### src/rtl/sincos_arbiter.sv
// sincos_arbiter
//
// Shares one sincos pipeline between two angle requesters:
//   A = forward Park transform, B = inverse Park / SVPWM path.
// Requests are granted round-robin (or fixed priority, see below), each
// issued request leaves a 1-bit tag (0 = A, 1 = B) in an in-order tag FIFO,
// and every sincos result is routed back to the requester named by the
// oldest tag.
//
// Handshake: a requester raises x_req with x_theta and holds both until
// x_ack is seen high. x_ack is combinational; the transfer happens at the
// rising clk edge where x_req and x_ack are both high, and a new angle may be
// presented in the very next cycle.
//
// Configuration macro:
//   SINCOS_ARB_FIXED_PRIO_EN  defined   -> A always wins a tie (B may starve)
//                             undefined -> round-robin on ties (default)
//
// Parameters:
//   DEPTH    max outstanding requests / tag FIFO depth (2..16); use at least
//            sincos latency + 1 for one grant per cycle.
//
// Ports:
//   clk, rstn                 clock, asynchronous active-low reset
//   a_req, a_theta            requester A angle request (12-bit angle)
//   a_ack                     combinational accept for A
//   a_en, a_sin, a_cos        one-cycle result strobe and result for A
//   b_*                       same set for requester B
//   s_en, s_theta             request into sincos (i_en / i_theta)
//   s_oen, s_sin, s_cos       result from sincos (o_en / o_sin / o_cos)
//   busy                      at least one request outstanding
//   err                       sticky: a result arrived with no tag pending

module sincos_arbiter #(
    parameter int DEPTH = 4
) (
    input  logic               clk,
    input  logic               rstn,

    input  logic               a_req,
    input  logic [11:0]        a_theta,
    output logic               a_ack,
    output logic               a_en,
    output logic signed [15:0] a_sin,
    output logic signed [15:0] a_cos,

    input  logic               b_req,
    input  logic [11:0]        b_theta,
    output logic               b_ack,
    output logic               b_en,
    output logic signed [15:0] b_sin,
    output logic signed [15:0] b_cos,

    output logic               s_en,
    output logic [11:0]        s_theta,
    input  logic               s_oen,
    input  logic signed [15:0] s_sin,
    input  logic signed [15:0] s_cos,

    output logic               busy,
    output logic               err
);

    localparam int PW = (DEPTH > 1) ? $clog2(DEPTH) : 1;
    localparam int CW = $clog2(DEPTH + 1);
    localparam logic [CW-1:0] DEPTH_C  = CW'(DEPTH);
    localparam logic [PW-1:0] LAST_PTR = PW'(DEPTH - 1);
    localparam logic SIDE_A = 1'b0;
    localparam logic SIDE_B = 1'b1;

    logic [CW-1:0]      cnt_q, cnt_d;
    logic [PW-1:0]      wr_ptr_q, wr_ptr_d;
    logic [PW-1:0]      rd_ptr_q, rd_ptr_d;
    logic [DEPTH-1:0]   tag_q;

    logic               s_en_q;
    logic [11:0]        s_theta_q;
    logic               a_en_q, b_en_q;
    logic signed [15:0] a_sin_q, a_cos_q, b_sin_q, b_cos_q;
    logic               err_q;

    logic fifo_empty;
    logic pop;
    logic pop_tag;
    logic can_grant;
    logic grant_a, grant_b;
    logic push;

    assign fifo_empty = (cnt_q == '0);
    assign pop        = s_oen & ~fifo_empty;
    assign pop_tag    = tag_q[rd_ptr_q];

    // A full FIFO can still take a request when a result pops in the same
    // cycle, so the slot being freed is reused immediately.
    assign can_grant  = (cnt_q < DEPTH_C) | ((cnt_q == DEPTH_C) & s_oen);

`ifdef SINCOS_ARB_FIXED_PRIO_EN
    // A always wins; no history needed.
    always_comb begin
        grant_a = can_grant & a_req;
        grant_b = can_grant & b_req & ~a_req;
    end
`else
    logic last_q, last_d;

    // On a tie, the side that was not granted last wins. last_q resets to B
    // so A wins the first tie.
    always_comb begin
        grant_a = 1'b0;
        grant_b = 1'b0;
        if (can_grant) begin
            if (a_req && b_req) begin
                if (last_q == SIDE_B) grant_a = 1'b1;
                else                  grant_b = 1'b1;
            end else begin
                grant_a = a_req;
                grant_b = b_req;
            end
        end
    end

    always_comb begin
        last_d = last_q;
        if (grant_a)      last_d = SIDE_A;
        else if (grant_b) last_d = SIDE_B;
    end

    always_ff @(posedge clk or negedge rstn) begin
        if (!rstn) last_q <= SIDE_B;
        else       last_q <= last_d;
    end
`endif

    assign push = grant_a | grant_b;

    // Acks are masked by rstn so nothing looks accepted while in reset.
    assign a_ack = rstn & grant_a;
    assign b_ack = rstn & grant_b;

    always_comb begin
        cnt_d    = cnt_q;
        wr_ptr_d = wr_ptr_q;
        rd_ptr_d = rd_ptr_q;
        if (push && !pop)      cnt_d = cnt_q + CW'(1);
        else if (!push && pop) cnt_d = cnt_q - CW'(1);
        if (push) wr_ptr_d = (wr_ptr_q == LAST_PTR) ? '0 : wr_ptr_q + PW'(1);
        if (pop)  rd_ptr_d = (rd_ptr_q == LAST_PTR) ? '0 : rd_ptr_q + PW'(1);
    end

    always_ff @(posedge clk or negedge rstn) begin
        if (!rstn) begin
            cnt_q    <= '0;
            wr_ptr_q <= '0;
            rd_ptr_q <= '0;
            tag_q    <= '0;
        end else begin
            cnt_q    <= cnt_d;
            wr_ptr_q <= wr_ptr_d;
            rd_ptr_q <= rd_ptr_d;
            if (push) tag_q[wr_ptr_q] <= grant_b;
        end
    end

    always_ff @(posedge clk or negedge rstn) begin
        if (!rstn) begin
            s_en_q    <= 1'b0;
            s_theta_q <= '0;
            a_en_q    <= 1'b0;
            b_en_q    <= 1'b0;
            a_sin_q   <= '0;
            a_cos_q   <= '0;
            b_sin_q   <= '0;
            b_cos_q   <= '0;
            err_q     <= 1'b0;
        end else begin
            s_en_q <= push;
            if (grant_a)      s_theta_q <= a_theta;
            else if (grant_b) s_theta_q <= b_theta;

            a_en_q <= pop & (pop_tag == SIDE_A);
            b_en_q <= pop & (pop_tag == SIDE_B);
            if (pop && pop_tag == SIDE_A) begin
                a_sin_q <= s_sin;
                a_cos_q <= s_cos;
            end
            if (pop && pop_tag == SIDE_B) begin
                b_sin_q <= s_sin;
                b_cos_q <= s_cos;
            end

            // A result with no tag pending has no owner: drop it and flag it.
            if (s_oen && fifo_empty) err_q <= 1'b1;
        end
    end

    assign s_en    = s_en_q;
    assign s_theta = s_theta_q;
    assign a_en    = a_en_q;
    assign a_sin   = a_sin_q;
    assign a_cos   = a_cos_q;
    assign b_en    = b_en_q;
    assign b_sin   = b_sin_q;
    assign b_cos   = b_cos_q;
    assign busy    = (cnt_q != '0);
    assign err     = err_q;

endmodule

### config.mk
export PLATFORM = sky130hd
export DESIGN_NAME = sincos_arbiter
export DESIGN_NICKNAME = d
export VERILOG_FILES = /design/src/rtl/sincos_arbiter.sv
export SDC_FILE = /design/constraint.sdc
export NUM_CORES = 1
export LEC_CHECK = 0
export ABC_AREA = 1
export ABC_CLOCK_PERIOD_IN_PS = 4720
export BUFFER_PORTS_ARGS = -buffer_cell sky130_fd_sc_hd__buf_2
export CAP_MARGIN = 40
export CORE_MARGIN = 1.5
export CORE_UTILIZATION = 54
export DETAILED_ROUTE_END_ITERATION = 16
export PLACE_DENSITY = 0.86
export SKIP_LAST_GASP = 1
export SYNTH_ARGS = -nofsm -noshare
export SYNTH_HDL_FRONTEND = slang
export SYNTH_SLANG_ARGS = --single-unit
### constraint.sdc
create_clock -name clk -period 4.72 [get_ports clk]
set_clock_uncertainty 0.15 [all_clocks]
set_input_delay 0.944 -clock clk [delete_from_list [all_inputs] [get_ports clk]]
set_output_delay 0.944 -clock clk [all_outputs]
set_load 0.05 [all_outputs]
==> out/metrics.csv <==
metric,value,unit
Clock Pin Slew Worst Setup and Hold Paths,90,ps
total core area,0.007253,mm^2
I/O pins,144,
port bufs,143,
largest stage delay on the critical path,420,ps
"Net Count, Synth",531,
most frequent CP cell,buf_2,
gpl congestion,0.7874,
final core occ,68.60,%
Nets,665,
die area,0.008036,mm^2
CTS Hold Bufs,0,
mapped cell area,0.004054,mm^2
most frequent cells in the layout,"215 x nand2_1, 142 x buf_2, 91 x dfrtp_1",
routed via count,3494,
hold path start,err,
r2r endpoint,cnt_q[2],
unrepaired setup endpoints after global routing,no,
fmax,311.5,MHz
DPL Wire Length,6328,um
Crit Path Class,in -> out,
"Top FF cell, synth",dfrtp_1,
"most common cell after layout, fill and taps aside",nand2_1,
critical path required time,3630,ps
DRT Wirelength,9106,um
area post-placement,0.004747,mm^2
clk root buf,clkbuf_8,
Max Cap Violations,0,
CTS resizes,0,
crit path capture type,primary output,
Cells after Synth,463,
Die Ht,89.65,um
CP Max Fanout,17,
Slew @ Worst Pin,751.1,ps
number of synthesized flops with an enable pin,0,
Fillers,593,
ANT cells,0,
crit-path cells,"buf_2, a21boi_4, nand2_4, nor2_1, buf_2",
status,finished clean,
reg-to-reg startpoint,last_q,
worst min path class,reg -> reg,
total track usage,23.52,%
Synth-to-Final Area Change,22.75,%
"Seq/Total Area, Yosys",56.82,%
Max Slew Vio Count,0,
R2R cell count,11,
clk sink count,92,
startpoint types,primary input,
"Distinct cells, synth",29,
Setup TNS,0,ps
WL per Instance,12.99,um
Min-Delay Path Depth,1,
clk_lat worst skew,340,ps
"Avg Cell Area, Syn",8.756,um^2
total gr overflow,0,
"FF+latch count, synth",92,
CTS tree,done,
chip width,89.65,um
post-route clock period utilization,68.02,%
initial antenna violation count,0,
crit path buf inv count,2,
Hold Path Sink,err,
Vias per Instance,4.984,
TritonRoute pass-1 iters,5,
DRC violation count after routing,0,
ys async rst share,100.0,%
vias in the first global route,3301,
final hold violation count,0,
design area,0.004976,mm^2
CTS buffer count,9,
FF-to-FF setup slack,1990,ps
min Tclk post-route,3211,ps
htree depth,3,
critical path arrival,2120,ps
Slew HR,49.81,%
Initial Utilization,55.89,%
multi-input logic area,0.001460,mm^2
Starting DRT DRC Count,119,
YS warnings,0,
first-pass GRT wire length,14570,um
Longest Clk Path Bufs,2,
Site Rows,31,
Final setup viols,0,
Reg area,0.002303,mm^2
largest net degree at the start of global routing,58,
critical path's slowest cell,a21boi_4,
Post-CTS Setup Bufs,0,
share of layout cells above drive strength 1,30.07,%
Post-DRT Antenna Nets,0,
"delay-heaviest family, CP",compound AO/OA/AOI/OAI gates,
cell families (layout without fill, tap and decap cells):
| kind of cell | Yosys count | in the layout | synth area share, % |
|---|---|---|---|
| AO/OA/AOI/OAI | 42 | 42 | 5.864 |
| XOR/XNOR | 2 | 2 | 0.4322 |
| adder cells (fa/ha/maj) | 7 | 7 | 2.346 |
| buffers and inverters | 56 | 195 | 7.160 |
| flip-flops | 92 | 92 | 56.82 |
| multiplexers | 1 | 1 | 0.2778 |
| AND/OR/NAND/NOR | 263 | 263 | 27.10 |
state kept, by name, summed over array words and instances, names as in the netlist:
| name | cells |
|---|---|
| b_cos | 16 |
| a_cos | 16 |
| b_sin | 16 |
| s_en | 1 |
| tag_q | 4 |
| cnt_q | 3 |
| a_sin | 16 |
| last_q | 1 |
| err | 1 |
| a_en | 1 |
| wr_ptr_q | 2 |
| s_theta | 12 |
| b_en | 1 |
| rd_ptr_q | 2 |
final cells by class:
type / count / area share (%)
clock inverters: 7 / 2.112
inverters: 35 / 2.690
flip-flops and latches: 92 / 46.29
repair buffers: 144 / 14.58
well taps: 99 / 2.489
clock buffers: 9 / 2.489
multi-input cells: 315 / 29.34
worst reg2reg max path, cell delays in order, from the launching register on:
cell,delay (ps)
dfstp_2,550
inv_1,80
a21boi_4,420
nand2_4,220
nand2_4,230
ha_1,180
inv_1,60
fa_1,380
nor2_1,110
nor2_1,40
nand2_1,80
xor2_1,160
cells in the mapped netlist (3+ instances only):
cell type | instances | share of area, %
inv_2 | 3 | 0.28
clkbuf_1 | 4 | 0.37
nand2_4 | 6 | 1.7
inv_1 | 31 | 2.9
buf_2 | 7 | 0.86
nand2_1 | 215 | 20
dfrtp_1 | 91 | 56
o21ai_0 | 37 | 4.6
ha_1 | 6 | 1.9
buf_6 | 6 | 1.7
nand3_1 | 32 | 4.0
nor2_1 | 5 | 0.46
per-layer routing:
metal / track usage (%) / wire length (um)
met1: 29.77 / 4039
met2: 40.91 / 4532
met3: 4.845 / 517
met4: 6.853 / 17
met5: 0 / 0
metrics by stage:
stage          setup slack (ps)  cells  hold WS, ps
6_report                   1509    701        316.6
2_1_floorplan              1520    463        291.6
3_5_place_dp               1496    685        299.4
3_3_place_gp               1561    685        299.7
4_1_cts                    1510    701        320.0
5_1_grt                    1434    701        352.5
how the worst max path moves through the flow:
stage | from | to | slack [ps] | cells past startpoint
global route | b_req | a_ack | 1430 | 5
detailed placement | b_req | cnt_q[2] | 1500 | 11
global placement | b_req | a_ack | 1560 | 5
CTS | b_req | a_ack | 1510 | 5
floorplan | a_req | a_ack | 1520 | 4
finish | b_req | a_ack | 1510 | 5
Power is left out: the tool's default activity adds up to more than one toggle a clock period on the data nets, which glitch-free logic cannot reach.
